### src/rtl/instruction_sequencer.sv
// Instruction sequencer: queues host instructions and feeds them one at a
// time to instruction_processor, retiring each on the rising edge of done.
module instruction_sequencer #(
  parameter int DEPTH   = 8,
  parameter int AW      = 3,
  parameter int TIMEOUT = 32,
  parameter int CW      = 8
) (
  input  logic          clk,
  input  logic          rstn,
  input  logic          in_valid,
  output logic          in_ready,
  input  logic [2:0]    in_opcode,
  input  logic [4:0]    in_raddr1,
  input  logic [4:0]    in_raddr2,
  input  logic [4:0]    in_waddr,
  input  logic [15:0]   in_wdata,
  output logic [2:0]    opcode,
  output logic [4:0]    read_address1,
  output logic [4:0]    read_address2,
  output logic [4:0]    write_address,
  output logic [15:0]   write_data,
  input  logic          done,
  input  logic [15:0]   read_data1,
  input  logic [15:0]   read_data2,
  input  logic [15:0]   calculated_value,
  output logic          res_valid,
  output logic [2:0]    res_opcode,
  output logic [15:0]   res_rdata1,
  output logic [15:0]   res_rdata2,
  output logic [15:0]   res_value,
  output logic [CW-1:0] retired_count,
  output logic [AW:0]   fifo_level,
  output logic          busy,
  output logic          timeout_err
);

  typedef struct packed {
    logic [2:0]  op;
    logic [4:0]  r1;
    logic [4:0]  r2;
    logic [4:0]  wa;
    logic [15:0] wd;
  } instr_t;

  typedef enum logic {IDLE, RUN} state_t;

  localparam int WW = $clog2(TIMEOUT + 1);
  localparam logic [WW-1:0] TMAX  = WW'(TIMEOUT);
  localparam logic [WW-1:0] TLAST = WW'(TIMEOUT - 1);
  localparam logic [AW:0]   FULL  = (AW+1)'(DEPTH);
  localparam instr_t        NOP   = {3'b001, 31'd0};

  state_t          r_state;
  state_t          w_state_nxt;
  instr_t          r_mem [DEPTH];
  instr_t          r_cur;
  logic [AW-1:0]   r_wptr;
  logic [AW-1:0]   r_rptr;
  logic [AW:0]     r_level;
  logic            r_done_q;
  logic            r_res_valid;
  logic [2:0]      r_res_op;
  logic [15:0]     r_res_d1;
  logic [15:0]     r_res_d2;
  logic [15:0]     r_res_v;
  logic [CW-1:0]   r_count;
  logic [WW-1:0]   r_wait;
  logic            r_terr;

  logic   w_cmp;
  logic   w_empty;
  logic   w_full;
  logic   w_push;
  logic   w_pop;
  instr_t w_in;
  instr_t w_next;
  instr_t w_drv;

  assign w_cmp   = done & ~r_done_q;
  assign w_empty = (r_level == '0);
  assign w_full  = (r_level == FULL);
  assign w_push  = in_valid & ~w_full;
  assign w_pop   = w_cmp & ~w_empty;
  assign w_in    = {in_opcode, in_raddr1, in_raddr2,
                    in_waddr, in_wdata};
  assign w_next  = w_empty ? NOP : r_mem[r_rptr];
  // On completion the next instruction is shown early so the processor
  // samples it at the same edge it restarts.
  assign w_drv   = w_cmp ? w_next : r_cur;

  assign opcode        = w_drv.op;
  assign read_address1 = w_drv.r1;
  assign read_address2 = w_drv.r2;
  assign write_address = w_drv.wa;
  assign write_data    = w_drv.wd;

  assign in_ready      = ~w_full;
  assign fifo_level    = r_level;
  assign busy          = (r_state == RUN);
  assign res_valid     = r_res_valid;
  assign res_opcode    = r_res_op;
  assign res_rdata1    = r_res_d1;
  assign res_rdata2    = r_res_d2;
  assign res_value     = r_res_v;
  assign retired_count = r_count;
  assign timeout_err   = r_terr;

  always_comb begin
    w_state_nxt = r_state;
    unique case (r_state)
      IDLE: if (w_cmp && !w_empty) w_state_nxt = RUN;
      RUN:  if (w_cmp && w_empty)  w_state_nxt = IDLE;
      default: w_state_nxt = IDLE;
    endcase
  end

  always_ff @(posedge clk) begin
    if (!rstn) r_state <= IDLE;
    else       r_state <= w_state_nxt;
  end

  always_ff @(posedge clk) begin
    if (w_push) r_mem[r_wptr] <= w_in;
  end

  always_ff @(posedge clk) begin
    if (!rstn) begin
      r_wptr  <= '0;
      r_rptr  <= '0;
      r_level <= '0;
    end else begin
      if (w_push) r_wptr <= r_wptr + 1'b1;
      if (w_pop)  r_rptr <= r_rptr + 1'b1;
      case ({w_push, w_pop})
        2'b10:   r_level <= r_level + 1'b1;
        2'b01:   r_level <= r_level - 1'b1;
        default: r_level <= r_level;
      endcase
    end
  end

  always_ff @(posedge clk) begin
    if (!rstn) begin
      r_cur       <= NOP;
      r_done_q    <= 1'b1;
      r_res_valid <= 1'b0;
      r_res_op    <= '0;
      r_res_d1    <= '0;
      r_res_d2    <= '0;
      r_res_v     <= '0;
      r_count     <= '0;
    end else begin
      r_done_q    <= done;
      r_res_valid <= w_cmp & busy;
      if (w_cmp) begin
        r_cur <= w_next;
        if (busy) begin
          r_res_op <= r_cur.op;
          r_res_d1 <= read_data1;
          r_res_d2 <= read_data2;
          r_res_v  <= calculated_value;
          r_count  <= r_count + 1'b1;
        end
      end
    end
  end

  always_ff @(posedge clk) begin
    if (!rstn) begin
      r_wait <= '0;
      r_terr <= 1'b0;
    end else if (w_cmp) begin
      r_wait <= '0;
    end else if (r_wait != TMAX) begin
      r_wait <= r_wait + 1'b1;
      if (r_wait == TLAST) r_terr <= 1'b1;
    end
  end

endmodule

### config.mk
export PLATFORM = sky130hd
export DESIGN_NAME = instruction_sequencer
export DESIGN_NICKNAME = d
export VERILOG_FILES = /design/src/rtl/instruction_sequencer.sv
export SDC_FILE = /design/constraint.sdc
export NUM_CORES = 1
export LEC_CHECK = 0
export CORE_UTILIZATION = 45
export DETAILED_ROUTE_END_ITERATION = 6
export HOLD_SLACK_MARGIN = 0.05
export PLACE_DENSITY = 0.76
export SETUP_SLACK_MARGIN = 0.1
export SLEW_MARGIN = 20
export SYNTH_ARGS = -nofsm -noshare
export SYNTH_HDL_FRONTEND = slang
export SYNTH_SLANG_ARGS = --single-unit
### constraint.sdc
create_clock -name clk -period 5.3 [get_ports clk]
set_input_delay 1.06 -clock clk [delete_from_list [all_inputs] [get_ports clk]]
set_output_delay 1.06 -clock clk [all_outputs]
set_load 0.02 [all_outputs]
# --- After elaboration in Yosys (flattened, before gate mapping) ---
# Memory sizes are Yosys's and may differ from the RTL's. A register that Yosys moved wholly into a read port is not among the register bits.
# Cells that the tools add are included.
word_totals:
  reg_bits: 113
  ram_bits: 272
  in_bits: 86
  output_inout_bits: 101
  elab_cells: 58
  mem_count: 1
memory_table:
  columns: ["memory", "words", "word_bits", "read_ports", "rd_ports_with_merged_regs", "write_ports", "line", "rtl"]
  rows:
  - ["r_mem", 8, 34, 1, 1, 1, "56", "instr_t r_mem [DEPTH];"]
classes:
  add_sub_neg: 6
  eq_ne: 5
  muxes: 10
  n_bitwise: 10
  reduce_logical: 8
ops:
  columns: ["cell", "n"]
  rows:
  - ["2-to-1 mux 34 bit", 2]
  - ["adder 8 x 1 -> 8 bit (second input constant)", 1]
  - ["one-hot mux 4 bit (2 select lines)", 1]
  - ["adder 3 x 1 -> 3 bit (second input constant)", 2]
  - ["adder 6 x 1 -> 6 bit (second input constant)", 1]
  - ["== test 6 x 5 -> 1 bit (second input constant)", 1]
  - ["2-to-1 mux 3 bit", 2]
  - ["!= test 6 bit (second input constant)", 1]
  - ["NOT 1 bit", 6]
  - ["adder 4 x 1 -> 4 bit (second input constant)", 1]
  - ["AND 1 bit", 4]
  - ["== test 4 bit (second input constant)", 1]
  - ["logical NOT 4 bit", 1]
  - ["2-to-1 mux 1 bit", 4]
  - ["subtractor 4 x 1 -> 4 bit (second input constant)", 1]
  - ["AND reduction 3 bit", 1]
  - ["== test 2 x 1 -> 1 bit (second input constant)", 1]
  - ["== test 2 bit (second input constant)", 1]
  - ["logical AND 1 bit", 2]
  - ["one-hot mux 1 bit (2 select lines)", 1]
  - ["AND reduction 2 bit", 1]
  - ["nonzero test 2 bit", 1]
  - ["OR reduction 2 bit", 1]
  - ["logical NOT 1 bit", 1]

# --- Longest topological paths before layout ---
# Gate-level depths: netlist of the first run.
depth:
  word_depth: 5
  mapped_depth: 13

# --- Worst setup path before layout of the first run ---
# Ideal clock, no wire load.
synth_path:
  path_kind: "input -> register"
  startpoint: "input in_valid"
  endpoint: "memory r_mem[0][0] (netlist bit) (enable)"
  setup_ns: 0.510
  arrival_ns: 4.386
  slack_ns: 0.404
  cell_stages: 2
  path_cell_list: "nand2_4 -> nor4_1"
synth_between:
  elab_chain_cells: 3
synth_rtl:
  columns: ["item", "line", "rtl"]
  rows:
  - ["start, declared", "11", "input logic in_valid,"]
  - ["AND 1 bit", "83", "assign w_push = in_valid & ~w_full;"]
  - ["2-to-1 mux 1 bit", "124", "if (w_push) r_mem[r_wptr] <= w_in;"]
  - ["2-to-1 mux 1 bit (not written as such)", "124", null]
  - ["end, declared", "56", null]
# No other way between the ends.

# --- Worst setup path in the final report of the first run ---
layout_path:
  startpoint: "input done"
  endpoint: "output write_data[2]"
layout_between:
  elab_chain_cells: 2
layout_rtl:
  columns: ["item", "line", "rtl"]
  rows:
  - ["start, declared", "23", "input logic done,"]
  - ["AND 1 bit", "80", "assign w_cmp = done & ~r_done_q;"]
  - ["2-to-1 mux 34 bit", null, null]
  - ["end, declared", "22", "output logic [15:0] write_data,"]
# No other way between the ends.

==> flow_summary.toml, run 1 <==
[timing]
final_max_slew_viol_count = 0
whs_ns = 0.459
clock_skew_ns = 0.0189
slew_headroom = 0.318
post-route-min-period_ns = 4.41
worst_slew_pin_slew_ns = 1.02
fin_crit_sh = 0.832
hold_violations = 0
fin_ws_ns = 0.893
fmax_mhz = 227
setup-violations-final = 0
tns_ns = 0
rsz0062_at_grt = "no"

[yosys]
synth_ff_type = "edfxtp_1"
synth-seq-cells = 388
synth_area_um2 = 15100
yosys.area.top_type_share = 0.542
synth_nets = 1090
synthArstFlopShare = 0
syn_avg_cell_area_um2 = 15.1
seq_area_frac_synth = 0.696
synth_cells = 996
synthTopCellsByArea = "edfxtp_1, dfxtp_1, mux4_2, nand2_1, a21boi_0"
synth.most_common_cell = "edfxtp_1"
synth-edff-count = 272
synth.distinct_cells = 51
yosysTopAreaCell = "edfxtp_1"
synth_commonest_cells = "edfxtp_1, nand2_1, dfxtp_1"
yosysWarnings = 0

[die]
coreArea_um2 = 32700
num_io_pins = 187
die_x_um = 185
start_util = 0.461
row_count = 66
die-area_um2 = 34200
die_h_um = 185

[drt]
routedWlPerCell_um = 19.5
drt-pass1-iter-count = 5
wl_um = 32300
via_per_inst = 5.28
drtIter0Drc = 557
vias = 8754
drc = 0
ant_nets = 0

[worst_setup_path]
slowest_stage = "clkdlybuf4s50_1"
cp_cell_sequence = "clkdlybuf4s50_1 > and2b_1 > nand2b_1 > inv_2 > o211ai_1 > nand2_1 > clkdlybuf4s50_1"
max_stage_delay_ns = 0.60
ff2ff_setup_slack_ns = 2.61
cp-end-kind = "output port"
reg2reg_to = "fifo_level[2]"
crit_path_max_fanout = 23
crit_path_frequent_cell = "clkdlybuf4s50_1"
crit_required_ns = 4.24
arrival_ns = 3.35
start_kind = "input pin"
r2r_cells = 10
r2r-start = "fifo_level[0]"
path_class = "in2out"

[status]
outcome = "finished, final reports clean"

[placed_design]
gp_congestion = 0.738
io_buffers = 186
preCtsSetupSlack_ns = 0.857
dp.final_hpwl_um = 19800

[flow_run]
maxCapViolCount = 0

[pwr]
finalPower_w = 0.00642
total_leakage_power_nw = 6.08
powerDensity_nw_per_um2 = 345
ir_worst_vdd_v = 0.000295

[global_routing]
grt-ovfl-total = 0
grt_pass1_vias = 8534
grt_pass1_wl_um = 48800
grt_antenna_before_repair = 2
gr-usage-all-layers = 0.189
grt_max_degree = 59

[clock_tree]
cts_max_level = 2
clockBufferDepth = 3
cts_setup_buffers = 0
cts_hold_buf = 0
postCtsResizedCells = 0
numCtsBuffers = 40
clockRootBuffer = "clkbuf_16"
cts.clk_slew.worst_paths_ns = 0.06
clk_latency_ns = 0.52
cts_tree = "built"
cts_num_sinks = 388

[finish]
area_growth_pct = 23.3
antenna_cells = 0
post-route-util = 0.568
nets = 1280
fillCellCount = 2604
drive_gt1_frac = 0.150

[worst_hold_path]
whs_path_depth = 2
hold_class = "reg2reg"
worstHoldStart = "r_cur[2]"
min_to = "r_cur[2]"
-- logic make-up after synthesis --
group | count (synthesis) | share of synthesized area
xor gates and xnor gates | 16 | 0.00930
AOI/OAI and AO/OA | 156 | 0.0837
adders and majority gates | 8 | 0.00664
and+or+nand+nor | 259 | 0.0770
DFF | 388 | 0.696
muxes | 106 | 0.100
buffers and inverters | 63 | 0.0268
-- cells in the final DEF (no fill, tap or decap), types with 14 or more instances in the layout --
cell and instances:
a21boi_0 59, a21boi_1 19, a22oi_1 19, and2_1 24, buf_4 20, clkbuf_16 41, clkdlybuf4s50_1 185, dfxtp_1 115
edfxtp_1 272, mux2_2 30, mux2i_1 43, mux4_2 33, nand2_1 169, nor2_1 18, o22ai_1 15, o31ai_2 14
-- flip-flops by register name, summed over array words and instances, names as in the netlist, named ones only --
| register | flops |
|---|---|
| res_opcode | 3 |
| fifo_level | 4 |
| res_rdata2 | 16 |
| r_done_q | 1 |
| r_mem | 272 |
| timeout_err | 1 |
| res_rdata1 | 16 |
| r_rptr | 3 |
| retired_count | 8 |
| res_value | 16 |
| res_valid | 1 |
| r_wait | 6 |
| r_wptr | 3 |
| r_cur | 34 |
-- critical path, delay by kind of cell --
family | cells | cell delay, ns
buf+inv | 3 | 1.62
simple gates | 3 | 0.42
compound gates | 1 | 0.23
-- routing by layer --
metal	vias up	track usage	share of wire
li1	4105	-	-
met1	4281	0.241	0.42
met2	318	0.324	0.48
met3	46	0.0440	0.075
met4	4	0.0476	0.018
met5	-	0	0.00077
-- stage by stage --
| step | cells | instance area (µm²) |
|---|---|---|
| floorplan | 996 | 15100 |
| detailed placement | 1586 | 17300 |
| global route | 1659 | 18600 |
| global placement | 1586 | 17300 |
| CTS | 1659 | 18600 |
| finish | 1659 | 18600 |
-- worst max path at each step --
stage	startpoint	endpoint	slack (ns)	depth (start not counted)
2_1_floorplan	in_valid	r_mem[0][0]	0.40	2
4_1_cts	done	write_data[6]	0.86	7
3_3_place_gp	done	write_data[0]	0.94	7
3_5_place_dp	done	write_data[6]	0.86	7
5_1_grt	done	write_data[2]	0.74	7
6_report	done	write_data[2]	0.89	7
-- report_power, final --
| group | switching [W] | total (W) | leakage [nW] | internal (W) |
|---|---|---|---|---|
| Clock | 0.00110 | 0.00266 | 0.624 | 0.00156 |
| Sequential | 0.0000336 | 0.00335 | 3.41 | 0.00332 |
| Combinational | 0.000213 | 0.000408 | 2.05 | 0.000195 |
-- area by class of cell --
class | instances | area [µm²] | share of cell area
flip-flops and latches | 388 | 10500 | 0.565
multi-input cells | 545 | 4220 | 0.227
repair buffers | 207 | 2030 | 0.109
clock buffers | 58 | 1140 | 0.0614
well taps | 442 | 553 | 0.0298
clock inverters | 15 | 124 | 0.00667
inverters | 4 | 15.0 | 0.000808
Power figures use the tool's default switching activity.
==> inputs of run 2 (changes only) <==
--- a/config.mk
+++ b/config.mk
@@ -8,7 +8,7 @@
 export CORE_UTILIZATION = 45
 export DETAILED_ROUTE_END_ITERATION = 6
 export HOLD_SLACK_MARGIN = 0.05
-export PLACE_DENSITY = 0.76
+export PLACE_DENSITY = 0.78
 export SETUP_SLACK_MARGIN = 0.1
 export SLEW_MARGIN = 20
 export SYNTH_ARGS = -nofsm -noshare
==> constraint.sdc (replaced) <==
create_clock -name clk -period 3.6 [get_ports clk]
set_input_delay 0.72 -clock clk [delete_from_list [all_inputs] [get_ports clk]]
set_output_delay 0.72 -clock clk [all_outputs]
set_load 0.02 [all_outputs]
==> flow_summary.toml, run 2 (synthesis results as in run 1) <==
[worst_hold_path]
worstHoldStart = "r_cur[15]"
whs_path_depth = 2
hold_class = "reg2reg"
min_to = "r_cur[15]"

[worst_setup_path]
crit_path_max_fanout = 23
slowest_stage = "clkdlybuf4s50_1"
crit_required_ns = 2.88
max_stage_delay_ns = 0.59
ff2ff_setup_slack_ns = 0.88
crit_path_frequent_cell = "clkdlybuf4s50_1"
crit_start = "done"
start_kind = "input pin"
reg2reg_to = "fifo_level[2]"
r2r_cells = 9
r2r-start = "fifo_level[1]"
arrival_ns = 2.66
cp-end-kind = "output port"
cp_cell_sequence = "clkdlybuf4s50_1 > and2b_1 > nand2b_1 > inv_2 > buf_12 > o211ai_2 > nand2_1 > clkdlybuf4s50_1"
path_class = "in2out"

[finish]
area_growth_pct = 26.0
top_register = "r_mem"
largest_register_ffs = 272
antenna_cells = 0
top_regs = "r_mem x272, r_cur x34"
final_cell_mix = "edfxtp_1, nand2_1, clkdlybuf4s50_1"
drive_gt1_frac = 0.166
nets = 1298
post-route-util = 0.581
fillCellCount = 2525
design_area_um2 = 19000
layout_commonest_cell = "edfxtp_1"

[timing]
final_max_slew_viol_count = 0
fmax_mhz = 296
clock_skew_ns = 0.0234
post-route-min-period_ns = 3.38
hold_violations = 0
worst_slew_pin_slew_ns = 0.671
fin_crit_sh = 0.939
tns_ns = 0
setup-violations-final = 0
fin_ws_ns = 0.220
rsz0062_at_grt = "no"
slew_headroom = 0.553

[pwr]
total_leakage_power_nw = 6.80
powerDensity_nw_per_um2 = 516
ir_worst_vdd_v = 0.000476

[die]
die_x_um = 185
die-area_um2 = 34200
die_h_um = 185
start_util = 0.461
row_count = 66
num_io_pins = 187
coreArea_um2 = 32700

[drt]
drc = 0
drt-pass1-iter-count = 4
drtIter0Drc = 587
routedWlPerCell_um = 19.4
via_per_inst = 5.25
vias = 8803
ant_nets = 0
wl_um = 32600

[placed_design]
preCtsSetupSlack_ns = 0.137
gp_congestion = 0.733
placed_cell_area_um2 = 17500
io_buffers = 186
dp.final_hpwl_um = 20900

[clock_tree]
numCtsBuffers = 41
cts_hold_buf = 0
cts_max_level = 2
cts_tree = "built"
cts_num_sinks = 388
clockRootBuffer = "clkbuf_16"
clk_latency_ns = 0.54
clockBufferDepth = 3
cts.clk_slew.worst_paths_ns = 0.06

[global_routing]
grt-ovfl-total = 0
grt_pass1_wl_um = 49500
grt_max_degree = 53
gr-usage-all-layers = 0.191
grt_pass1_vias = 8711
grt_antenna_before_repair = 2

[flow_run]
maxCapViolCount = 0

[status]
outcome = "finished, final reports clean"
[run 2: cell types whose count changed in the layout (fill, tap and decap cells not counted), moves of 5 or more]
| cell | previous run | this run |
|---|---|---|
| clkbuf_1 | 11 | 6 |
| buf_12 | 1 | 6 |
| buf_4 | 20 | 32 |
| clkdlybuf4s50_1 | 185 | 153 |
| dlymetal6s2s_1 | 0 | 32 |
[run 2: metal layers]
| metal | vias up | track usage | routed length (µm) |
|---|---|---|---|
| met4 | 4 | 0.0539 | 627 |
| met1 | 4290 | 0.242 | 13600 |
| met2 | 312 | 0.325 | 15800 |
| li1 | 4142 | - | - |
| met3 | 55 | 0.0474 | 2610 |
| met5 | - | 0 | 23 |
[run 2: power by group]
part           total, W  internal, W  switching, W
clock network   0.00425      0.00255       0.00170
registers       0.00493      0.00488     0.0000457
logic          0.000620     0.000299      0.000321
total           0.00980      0.00773       0.00207
[run 2: worst max-delay path by stage]
stage | slack [ns] | end
finish | 0.22 | write_data[14]
detailed placement | 0.14 | opcode[1]
CTS | 0.11 | opcode[0]
floorplan | -0.25 | r_mem[1][0]
global route | 0.10 | write_data[14]
global placement | 0.22 | opcode[0]
[run 2: critical path: cells and delay by family]
kind | cells | cell delay (ns)
buffers and inverters | 4 | 1.44
and+or+nand+nor | 3 | 0.37
AOI/OAI and AO/OA | 1 | 0.11
[run 2: cell type report]
| cell class | count | area, µm² | share of cell area |
|---|---|---|---|
| timing repair buffer | 224 | 2300 | 0.121 |
| tap | 442 | 553 | 0.0291 |
| clock inverter | 22 | 243 | 0.0128 |
| clock buffer | 53 | 1140 | 0.0602 |
| inverter | 4 | 16.3 | 0.000857 |
| sequential | 388 | 10500 | 0.553 |
| multi-input combinational | 545 | 4240 | 0.223 |
[run 2: repair_timing]
item,CTS,global route
endpoints found under the setup margin,22,32
setup buffers,2,0
resized for setup,2,32
[run 2: stage by stage]
step	std cells	power [W]	hold WS, ns
4_1_cts	1678	0.00990	0.464
3_3_place_gp	1601	0.00564	0.450
6_report	1678	0.00980	0.458
5_1_grt	1678	0.0101	0.479
2_1_floorplan	996	0.00537	0.441
3_5_place_dp	1601	0.00566	0.456
